$ cat src/rtl/print_sequencer.sv
// -----------------------------------------------------------------------------
// print_sequencer
//
// Walks the UART printer through NUM_STR consecutive string IDs. Each string
// gets exactly one single-cycle printer_enable pulse, after which the block
// waits for printer_done before launching the next string. Once the last
// string completes the block parks in DONE. If a per-string watchdog is
// configured and the printer never answers, the block parks in ERROR.
// Either parked state is left again by a trigger, which restarts at index 0.
//
// Ports
//   clk            : system clock, all logic on the rising edge
//   rst            : synchronous active-high reset
//   trigger        : level-sampled start / restart request
//   printer_done   : printer finished the current string
//   printer_enable : one-cycle start pulse to the printer
//   printer_str_id : string ID, FIRST_ID + index, stable from pulse to done
//   seq_state      : state code (IDLE=0, LAUNCH=1, WAIT=2, DONE=3, ERROR=4)
//   seq_index      : 0-based index of the current string
//   seq_done       : high while parked in DONE
//   seq_error      : high while parked in ERROR
// -----------------------------------------------------------------------------
module print_sequencer #(
  parameter int NUM_STR        = 4,
  parameter int ID_W           = 4,
  parameter int FIRST_ID       = 0,
  parameter int TIMEOUT_CYCLES = 0,
  parameter int AUTO_START     = 1,
  localparam int IDX_W = (NUM_STR > 1) ? $clog2(NUM_STR) : 1,
  localparam int CNT_W = (TIMEOUT_CYCLES > 0) ? $clog2(TIMEOUT_CYCLES + 1) : 1
) (
  input  logic             clk,
  input  logic             rst,
  input  logic             trigger,
  input  logic             printer_done,
  output logic             printer_enable,
  output logic [ID_W-1:0]  printer_str_id,
  output logic [2:0]       seq_state,
  output logic [IDX_W-1:0] seq_index,
  output logic             seq_done,
  output logic             seq_error
);

  typedef enum logic [2:0] {
    S_IDLE   = 3'd0,
    S_LAUNCH = 3'd1,
    S_WAIT   = 3'd2,
    S_DONE   = 3'd3,
    S_ERROR  = 3'd4
  } state_t;

  localparam logic [IDX_W-1:0] LAST_IDX  = IDX_W'(NUM_STR - 1);
  // With the watchdog disabled this value is never compared (guarded below).
  localparam logic [CNT_W-1:0] CNT_LIMIT = CNT_W'(TIMEOUT_CYCLES - 1);

  state_t            state_q, state_d;
  logic [IDX_W-1:0]  index_q, index_d;
  logic [CNT_W-1:0]  count_q, count_d;
  logic              auto_pending_q, auto_pending_d;

  // State, index, watchdog count and the one-shot auto-start request.
  always_ff @(posedge clk) begin
    if (rst) begin
      state_q        <= S_IDLE;
      index_q        <= '0;
      count_q        <= '0;
      auto_pending_q <= (AUTO_START != 0);
    end else begin
      state_q        <= state_d;
      index_q        <= index_d;
      count_q        <= count_d;
      auto_pending_q <= auto_pending_d;
    end
  end

  // Next-state logic. printer_done is deliberately not looked at in LAUNCH:
  // a completion still asserted from the previous string must not skip the
  // string that is only now being started. Trigger is ignored while a
  // sequence is in flight; there is no queuing of restart requests.
  always_comb begin
    state_d        = state_q;
    index_d        = index_q;
    count_d        = count_q;
    auto_pending_d = auto_pending_q;
    case (state_q)
      S_IDLE: begin
        if (trigger || auto_pending_q) begin
          state_d        = S_LAUNCH;
          index_d        = '0;
          auto_pending_d = 1'b0;
        end
      end
      S_LAUNCH: begin
        state_d = S_WAIT;
        count_d = '0;
      end
      S_WAIT: begin
        // A completion on the final watchdog cycle still counts as success.
        if (printer_done) begin
          if (index_q == LAST_IDX) begin
            state_d = S_DONE;
          end else begin
            index_d = index_q + IDX_W'(1);
            state_d = S_LAUNCH;
          end
        end else if ((TIMEOUT_CYCLES != 0) && (count_q == CNT_LIMIT)) begin
          state_d = S_ERROR;
        end else begin
          count_d = count_q + CNT_W'(1);
        end
      end
      S_DONE, S_ERROR: begin
        if (trigger) begin
          state_d = S_LAUNCH;
          index_d = '0;
        end
      end
      default: begin
        state_d = S_IDLE;
      end
    endcase
  end

  assign printer_enable = (state_q == S_LAUNCH);
  assign printer_str_id = ID_W'(FIRST_ID + int'(index_q));
  assign seq_state      = state_q;
  assign seq_index      = index_q;
  assign seq_done       = (state_q == S_DONE);
  assign seq_error      = (state_q == S_ERROR);

endmodule
$ cat config.mk
export PLATFORM = sky130hd
export DESIGN_NAME = print_sequencer
export DESIGN_NICKNAME = d
export VERILOG_FILES = /design/src/rtl/print_sequencer.sv
export SDC_FILE = /design/constraint.sdc
export NUM_CORES = 1
export LEC_CHECK = 0
export ABC_AREA = 0
export CORE_AREA = 2 2 39 41
export DETAILED_ROUTE_END_ITERATION = 12
export DIE_AREA = 0 0 41 43
export PLACE_DENSITY = 0.65
export SYNTH_ARGS = -nofsm -noshare
export SYNTH_HDL_FRONTEND = slang
export SYNTH_SLANG_ARGS = --single-unit
$ cat constraint.sdc
create_clock -name clk -period 4.3 [get_ports clk]
set_clock_uncertainty 0.1 [all_clocks]
set_input_delay 1.29 -clock clk [delete_from_list [all_inputs] [get_ports clk]]
set_output_delay 1.29 -clock clk [all_outputs]
set_load 0.01 [all_outputs]
## Word level (Yosys, flattened, before mapping)

Index checks and enable logic that the tools add are counted.

- Add/sub/neg operators: 1
- Equality and inequality tests: 9
- Muxes and demuxes: 10
- Reduce and logical (&&, ||, !) cells: 7

Operators by type and width:

| cell | count |
|---|---|
| 3-bit case mux with 4 select lines | 1 |
| 2-bit 2-to-1 mux | 5 |
| 3-bit 2-to-1 mux | 3 |
| 2-bit inequality test, second input constant | 4 |
| 3-bit by 2-bit == test with 1-bit output, second input constant | 2 |
| 2-bit case mux with 3 select lines | 1 |
| 5-bit AND reduction | 1 |
| 3-bit by 1-bit == test with 1-bit output, second input constant | 1 |
| 3-bit == test, second input constant | 1 |
| 3-bit logical NOT | 1 |
| 3-bit AND reduction | 1 |
| 3-bit nonzero test | 1 |
| 2-bit by 1-bit adder with 2-bit output, second input constant | 1 |
| 2-bit == test, second input constant | 1 |
| 2-bit AND reduction | 1 |
| 2-bit OR reduction | 1 |
| 1-bit logical OR | 1 |

- Bits in registers: 6
- Bits of input ports: 4
- Output and inout bits: 12
- Logic and storage cells: 30

## Longest topological paths before layout

Gate-level depths: netlist (run 1).

- Depth in word-level cells: 4
- Mapped depth: 4
- Mapped depth without buffers: 4

## Worst setup path after synthesis (run 1)

No wires, ideal clock.

- Path kind: reg2out
- From: register state_q[0], in the netlist seq_state[0]
- To: output port printer_enable
- Arrival: 727 ps
- Slack: 2183 ps
- Stages on the path, launching flop included: 2
- Path buffers: 0
- Cells stage by stage: dfxtp_1 -> nor2b_1

- Cells in the longest elaborated chain, start to end: 1

Ends and longest elaborated chain:

| what | line | RTL |
|---|---|---|
| start: declaration | 56 | `state_t state_q, state_d;` |
| start signal: assignment | 69 | `state_q <= state_d;` |
| 3-bit by 1-bit == test with 1-bit output | - |  |
| end: declaration | 36 | `output logic printer_enable,` |

Every way passes these cells.

## Worst setup path in the final report (run 1)

Same ends and word-level chain as after synthesis.

==> results of run 1 <==
## cell families (layout without fill, tap and decap cells)
logic type | after synthesis | in the layout | synth area share
muxes | 2 | 2 | 0.0623
adders and majority gates | 1 | 1 | 0.0389
AOI/OAI and AO/OA | 6 | 6 | 0.167
and+or+nand+nor | 14 | 14 | 0.257
DFF | 5 | 5 | 0.311
buffers and inverters | 7 | 16 | 0.152
other | 1 | 4 | 0.0117
## Yosys cell counts (all sizes together)
library cell,number,area share
a21oi,1,0.016
a221oi,1,0.082
and2,1,0.019
buf,6,0.14
conb,1,0.012
dfxtp,5,0.31
ha,1,0.039
inv,1,0.012
mux2i,2,0.062
nand2,1,0.012
nand2b,4,0.078
nand3b,1,0.023
nor2,2,0.023
nor2b,3,0.066
nor3,1,0.016
nor4,1,0.019
o21ai,3,0.047
o21bai,1,0.023
## power groups by stage
stage | Combinational, uW | Sequential [uW] | Clock, uW
finish | 63.4 | 65.2 | 56.7
global route | 69.5 | 67.4 | 60.8
CTS | 63.8 | 65.3 | 58.0
detailed placement | 63.6 | 66.2 | 0
global placement | 62.6 | 66.2 | 0
floorplan | 40.8 | 66.1 | 0
## metrics by stage
stage          power, uW  hold slack (ns)  utilization
6_report             185            0.410        0.321
5_1_grt              198            0.459        0.321
4_1_cts              187            0.408        0.321
3_5_place_dp         130            0.397        0.302
3_3_place_gp         129            0.392        0.302
2_1_floorplan        107            0.371            -
## worst max-delay path, stage by stage (launching register included)
cell	delay (ns)
dfxtp_1	0.48
nor2b_1	0.17
clkdlybuf4s50_1	0.53
## layout make-up
| class | count | share of cell area |
|---|---|---|
| clock buffers | 4 | 0.0592 |
| repair buffers | 11 | 0.248 |
| flip-flops and latches | 5 | 0.225 |
| inverters | 1 | 0.00845 |
| multi-input cells | 27 | 0.414 |
| well taps | 16 | 0.0451 |
## how the worst max path moves through the flow
stage                            start              to  slack, ns
after global routing      seq_state[0]  printer_enable       1.40
after global placement    printer_done    seq_index[0]       1.69
after floorplan           seq_state[0]  printer_enable       2.18
final                     seq_state[0]  printer_enable       1.48
after CTS                 seq_state[0]  printer_enable       1.48
after detailed placement       trigger    seq_index[0]       1.68
## layer usage
metal / global-route usage / up-vias
met5: 0 / -
met4: 0.0800 / 0
met3: 0.0471 / 2
met2: 0.116 / 9
met1: 0.113 / 121
li1: - / 136
## state kept, by name, summed over array words and instances, names as in the netlist
register / cells
seq_index: 2
seq_state: 2
auto_pending_q: 1
==> metrics.md, run 1 <==
| Metric | Value |
|---|---|
| Worst Path Arrival | `1.43 ns` |
| VDD IR-drop max | `151 uV` |
| Iter 0 DRT Violations | `0` |
| First-pass GRT wire length | `between 1000 and 1500 um` |
| Slew Limit Fails | `0` |
| Worst-path clk slew | `~0.05 ns` |
| Drt pass-1 iters | `1` |
| Syn Area/Cell | `roughly 8.9 um2` |
| Diodes inserted | `0` |
| Post-synth cell types | `20` |
| R2r startpoint | `seq_index[0]` |
| Site Rows | `14` |
| Hold endpoint | `auto_pending_q` |
| Clk buf depth | `2` |
| Total gr overflow | `0` |
| Setup_tns | `0 ns` |
| Core ar. | `roughly 1400 um2` |
| TritonCTS buffer count | `3` |
| Max FO, Critical Path | `10` |
| R2r setup slk | `around 2.8 ns` |
| Top sig layer | `met4` |
| Via count | `roughly 270` |
| Max Clock Freq | `about 350 MHz` |
| Routed met3 length | `39 um` |
| Synthesized area | `322 um2` |
| Clock Latency Late Sink | `between 0.2 and 0.3 ns` |
| H-tree depth | `1` |
| Min Tclk post-route | `2.82 ns` |
| Pint | `about 130 uW` |
| Final nets | `54` |
| # hold bufs at CTS | `0` |
| Seq cells post-synth | `5` |
| DRT met1 WL | `266 um` |
| Setup crit end kind | `primary output` |
| Total Wirelength | `592 um` |
| P_sw | `59.9 uW` |
| Pleak | `0.000175 uW` |
| Clock power share | `0.306` |
| Filler cell count | `156` |
| WL per Instance | `9.25 um` |
| Register-to-Register Path Depth | `4` |
| Sequential share of the synthesized area | `0.311` |
| Pre-CTS setup slack | `between 1.5 and 2 ns` |
| Antenna violations before repair | `0` |
| Startpoint Class | `flop` |
| Commonest non-fill, non-tap cell in the layout | `clkdlybuf4s50_1` |
| CTS tree | `built` |
| Non-filler instance count after layout | `64` |
| RSZ-0062 raised after global routing | `false` |
| Cells after DPL | `60` |
| HP Class | `flop to flop` |
| Worst reg2reg path endpoint | `seq_index[1]` |
| Initial Util | `0.232` |
| Fraction of layout cells with a size suffix above 1 | `0.104` |
| Sink Count | `5` |
| Gate Count Post-Synth | `36` |
| WL met2 | `~270 um` |
| Maxcap violations | `0` |
| Run status | `finished clean` |
| Area of the multi-input gates | `184 um2` |
| Register area | `approximately 100 um2` |
| Final Setup Violations | `0` |
| Die area | `approximately 1800 um2` |
| CP required | `between 2 and 3 ns` |
| Gr usage total | `0.0935` |
| Design Area, Final | `444 um2` |
| Crit share post-route | `0.657` |
| Hold path cells | `2` |
| Clk root buf | `clkbuf_4` |
| Vias in the first global route | `230` |
| Ys Warns | `0` |
| Fin. Hold Viols | `0` |
| Area of placed instances | `about 420 um2` |
| PostCTS Resize Cnt | `0` |
| Antenna viol nets, final | `0` |
| Comb power frac | `0.342` |
| Die Y | `roughly 43 um` |
| Final WS setup | `between 1 and 1.5 ns` |
| Switching part of the total | `0.323` |
| Commonest non-fill, non-tap cells in the layout | `clkdlybuf4s50_1, dfxtp_1, nand2b_1, conb_1, clkbuf_4` |
| Vias per inst | `~4.2` |
| HP Start | `auto_pending_q` |
| Area Overhead vs Synth | `38.1%` |
| I/O pin count | `16` |
| Port bufs | `11` |
| Crit Path Class | `flop to primary output` |
| Power per cell area | `about 420 nW/um2` |
| Final GP Congestion | `0.666` |
| Sequential share of power | `0.352` |
| Setup bufs post-CTS | `0` |
| Largest net degree at the start of global routing | `11` |
| Residual DRC | `0` |
| Die Width | `approximately 41 um` |
Note: power is estimated with default switching activity, not from simulation.
==> run 2: changes to the inputs <==
PLACE_DENSITY = 0.67   (was 0.65)
clock period = 2.5 ns   (was 4.3 ns; I/O delays follow)
==> run 2 against run 1 <==
Critical path depth is the same. Cell count stayed put. Sequential share of layout area unchanged. Routed wire length fell by 6.6%. Setup slack got worse by 1.2 ns. Sequential power grew 72%. Utilization is the same. Non-clock buffer count did not move. First-iteration DRC count grew 9. Via count decreased by 1.9%. Worst hold slack improved by 0.0081 ns. Critical endpoint unchanged.
==> metrics.md, run 2 (synthesis results as in run 1) <==
| Metric | Value |
|---|---|
| Clk buf depth | `2` |
| Post-DP HPWL | `between 400 and 500 um` |
| I/O pin count | `16` |
| Worst-path clk slew | `approximately 0.050 ns` |
| Cells after DPL | `60` |
| Family with the most delay on the worst path | `buffers and inverters` |
| Filler cell count | `around 150` |
| HP Start | `seq_index[1]` |
| TritonCTS buffer count | `3` |
| Via count | `~260` |
| Slew Limit Fails | `0` |
| HP Class | `flop to flop` |
| Startpoint Class | `flop` |
| Antenna violations before repair | `0` |
| Commonest non-fill, non-tap cells in the layout | `clkdlybuf4s50_1, dfxtp_1, nand2b_1, conb_1, clkbuf_4` |
| Non-filler instance count after layout | `64` |
| Max Clock Freq | `440 MHz` |
| Residual DRC | `0` |
| R2r startpoint | `seq_index[0]` |
| Largest net degree at the start of global routing | `11` |
| Area of placed instances | `about 420 um2` |
| Gr usage total | `0.0723` |
| Die Width | `41 um` |
| Antenna viol nets, final | `0` |
| Worst-path cell chain | `nor2b_1 -> clkdlybuf4s50_1` |
| CTS tree | `built` |
| Power per cell area | `roughly 700 nW/um2` |
| Min Tclk post-route | `2.27 ns` |
| Commonest non-fill, non-tap cell in the layout | `clkdlybuf4s50_1` |
| # hold bufs at CTS | `0` |
| Die Y | `roughly 43 um` |
| Area Overhead vs Synth | `38.1%` |
| RSZ-0062 raised after global routing | `false` |
| Crit Path Class | `flop to primary output` |
| Fraction of layout cells with a size suffix above 1 | `0.104` |
| Critical Path Start | `seq_state[0]` |
| Slowest cell delay on critical path | `roughly 0.53 ns` |
| Setup_tns | `0 ns` |
| Slowest cell on the critical path | `clkdlybuf4s50_1` |
| Total gr overflow | `0` |
| Total Wirelength | `around 550 um` |
| CP required | `1.65 ns` |
| Die area | `approximately 1800 um2` |
| Final nets | `54` |
| Final Hold Slack | `roughly 0.42 ns` |
| Final Setup Violations | `0` |
| Vias in the first global route | `a little over 200` |
| First-pass GRT wire length | `roughly 830 um` |
| Vias per inst | `approximately 4.1` |
| Core ar. | `roughly 1400 um2` |
| Site Rows | `14` |
| WL per Instance | `a little under 9 um` |
| Maxcap violations | `0` |
| Fin. Hold Viols | `0` |
| Design Area, Final | `roughly 440 um2` |
| Clock Latency Late Sink | `~0.24 ns` |
| PostCTS Resize Cnt | `0` |
| Worst Path Arrival | `about 1.4 ns` |
| Sink Count | `5` |
| Initial Util | `0.232` |
| Diodes inserted | `0` |
| Crit share post-route | `0.909` |
| H-tree depth | `1` |
| Pleak | `~0.00017 uW` |
| Run status | `finished clean` |
| Iter 0 DRT Violations | `9` |
| Setup bufs post-CTS | `0` |
| Final GP Congestion | `just over 0.6` |
| Drt pass-1 iters | `4` |
| Worst Path Buf+Inv | `1` |
| Clk root buf | `clkbuf_4` |
| Port bufs | `11` |
| Setup crit end kind | `primary output` |
| Max FO, Critical Path | `10` |
| VDD IR-drop max | `around 240 uV` |
-- run 2: cell counts in the layout (fill, tap and decap cells not counted) --
Identical to the previous run, type by type.
-- run 2: cell type report --
type                            instances  area [um2]  share of cell area
Clock buffer                            4        26.3              0.0592
Inverter                                1        3.75             0.00845
Multi-Input combinational cell         27         184               0.414
Sequential cell                         5         100               0.225
Tap cell                               16        20.0              0.0451
Timing Repair Buffer                   11         110               0.248
-- run 2: per-stage QoR --
| stage | util | worst slack [ns] | power, uW |
|---|---|---|---|
| 2_1_floorplan | - | 0.923 | 184 |
| 3_3_place_gp | 0.302 | 0.431 | 222 |
| 3_5_place_dp | 0.302 | 0.418 | 223 |
| 4_1_cts | 0.321 | 0.221 | 322 |
| 5_1_grt | 0.321 | 0.131 | 339 |
| 6_report | 0.321 | 0.228 | 317 |
-- run 2: power breakdown --
part           leakage (uW)  switching (uW)  internal, uW
registers         0.0000412            19.9          92.1
logic              0.000118            45.3          62.9
clock network     0.0000150            36.1          60.5
total              0.000175             101           216
-- run 2: worst min-delay path, stage by stage, from the launching register on --
cell      delay, ns
dfxtp_1        0.33
nand2b_1       0.08
mux2i_1        0.06
-- run 2: final timing paths --
kind,end,cells after the start,slack [ns]
worst max-delay path,printer_enable,2,0.23
worst min-delay path,seq_index[1],2,0.42
worst min register to register,seq_index[1],2,0.42
worst max register to register,seq_index[0],4,1.05
-- run 2: metal layers --
metal | up-vias | global-route usage | part of all wire
met5 | - | 0 | 0
met1 | 116 | 0.0900 | 0.44
met3 | 0 | 0.0314 | 0.085
met4 | 0 | 0.0600 | 0
met2 | 10 | 0.0906 | 0.47
li1 | 137 | - | -
==> run 3: changes to the inputs <==
MAX_ROUTING_LAYER = met4   (was default)
==> run 3 against run 2 <==
Non-clock buffer count is the same. Register-to-register slack hardly changed. Combinational power hardly changed. Utilization unchanged. Largest cell class unchanged.
==> metrics.md, run 3 (synthesis results as in run 1) <==
| Metric | Value |
|---|---|
| DRT met1 WL | `between 200 and 250 um` |
| R2r startpoint | `seq_index[0]` |
| Crit Path Class | `flop to primary output` |
| Total gr overflow | `0` |
| Commonest non-fill, non-tap cell in the layout | `clkdlybuf4s50_1` |
| First-pass GRT wire length | `834 um` |
| Sink Count | `5` |
| Setup bufs post-CTS | `0` |
| Hold path cells | `2` |
| Total Wirelength | `about 560 um` |
| VDD IR-drop max | `between 200 and 250 uV` |
| Routed met3 length | `roughly 47 um` |
| Maxcap violations | `0` |
| R2r setup slk | `1.05 ns` |
| Fin. Hold Viols | `0` |
| Power per cell area | `about 710 nW/um2` |
| HP Class | `flop to flop` |
| Setup_tns | `0 ns` |
| Fraction of layout cells with a size suffix above 1 | `0.104` |
| Gr usage total | `0.0741` |
| Core ar. | `around 1400 um2` |
| Die Width | `between 40 and 50 um` |
| Final Util | `0.321` |
| Non-filler instance count after layout | `64` |
| Pleak | `approximately 0.00017 uW` |
| H-tree depth | `1` |
| Worst-path cell chain | `nor2b_1 -> clkdlybuf4s50_1` |
| Area of the multi-input gates | `between 150 and 200 um2` |
| WL met2 | `roughly 260 um` |
| # hold bufs at CTS | `0` |
| Via count | `between 200 and 300` |
| Vias per inst | `4.09` |
| Register-to-Register Path Depth | `4` |
| Vias in the first global route | `roughly 210` |
| Site Rows | `14` |
| Clk buf depth | `2` |
| PostCTS Resize Cnt | `0` |
| Setup crit end kind | `primary output` |
| Iter 0 DRT Violations | `8` |
| Run status | `finished clean` |
| Slowest cell on the critical path | `clkdlybuf4s50_1` |
| Design Area, Final | `about 440 um2` |
| Worst-path clk slew | `~0.050 ns` |
| Max Clock Freq | `~440 MHz` |
| Crit share post-route | `0.906` |
| Area Overhead vs Synth | `38.1%` |
| Worst Path Arrival | `1.41 ns` |
| Hold endpoint | `seq_index[1]` |
| Diodes inserted | `0` |
| Final Setup Violations | `0` |
| Initial Util | `0.232` |
| Min Tclk post-route | `between 2 and 2.5 ns` |
| Antenna violations before repair | `0` |
| Startpoint Class | `flop` |
| CP required | `about 1.7 ns` |
| Area of placed instances | `around 420 um2` |
| Die Y | `around 43 um` |
| Top sig layer | `met3` |
| Residual DRC | `0` |
| Slowest cell delay on critical path | `between 0.5 and 0.6 ns` |
| TritonCTS buffer count | `3` |
| Commonest non-fill, non-tap cells in the layout | `clkdlybuf4s50_1, dfxtp_1, nand2b_1, conb_1, clkbuf_4` |
| HP Start | `seq_index[1]` |
| Worst reg2reg path endpoint | `seq_index[0]` |
| WL per Instance | `8.67 um` |
| Antenna viol nets, final | `0` |
| Max FO, Critical Path | `10` |
| Largest net degree at the start of global routing | `11` |
| RSZ-0062 raised after global routing | `false` |
| Final nets | `54` |
| CTS tree | `built` |
| Drt pass-1 iters | `4` |
| Clock Latency Late Sink | `between 0.2 and 0.25 ns` |
| Slew Limit Fails | `0` |
| Register area | `roughly 100 um2` |
| Die area | `~1800 um2` |
| Final GP Congestion | `a little over 0.6` |
| Port bufs | `11` |
| Filler cell count | `~150` |
| Clk root buf | `clkbuf_4` |
| Cells after DPL | `60` |
| Post-DP HPWL | `roughly 430 um` |
| I/O pin count | `16` |
run 3: cell counts in the layout (fill, tap and decap cells not counted):
No cell type changed its count.
run 3: layer usage:
layer,track usage,vias to the layer above
met3,0.0314,0
met5,-,-
met4,0.0600,0
li1,-,137
met2,0.0906,10
met1,0.0900,115
run 3: power breakdown:
part           total [uW]  switching, uW  internal [uW]
registers             112           19.8           92.1
clock network        96.7           36.2           60.5
logic                 108           45.5           62.9
run 3: worst max-delay path, delay by kind of cell (launching register included):
family / cells / cell delay, ns
buf+inv: 1 / 0.53
flops: 1 / 0.47
simple gates: 1 / 0.17
run 3: stage by stage:
| step | hold WS, ns | setup slack (ns) | total power, uW |
|---|---|---|---|
| 2_1_floorplan | 0.371 | 0.923 | 184 |
| 3_3_place_gp | 0.391 | 0.431 | 222 |
| 3_5_place_dp | 0.405 | 0.418 | 223 |
| 4_1_cts | 0.416 | 0.221 | 322 |
| 5_1_grt | 0.449 | 0.131 | 339 |
| 6_report | 0.418 | 0.235 | 317 |
run 3: final cells by class:
| cell class | instances | area share |
|---|---|---|
| clock buffer | 4 | 0.0592 |
| inverter | 1 | 0.00845 |
| multi-input combinational | 27 | 0.414 |
| sequential | 5 | 0.225 |
| tap | 16 | 0.0451 |
| timing repair buffer | 11 | 0.248 |
run 3: worst max-delay path by stage:
stage,from,endpoint,slack [ns],cells after the start
2_1_floorplan,seq_state[0],printer_enable,0.92,1
3_3_place_gp,trigger,seq_index[0],0.43,4
3_5_place_dp,trigger,seq_index[0],0.42,4
4_1_cts,seq_state[0],printer_enable,0.22,2
5_1_grt,seq_state[0],printer_enable,0.13,2
6_report,seq_state[0],printer_enable,0.24,2
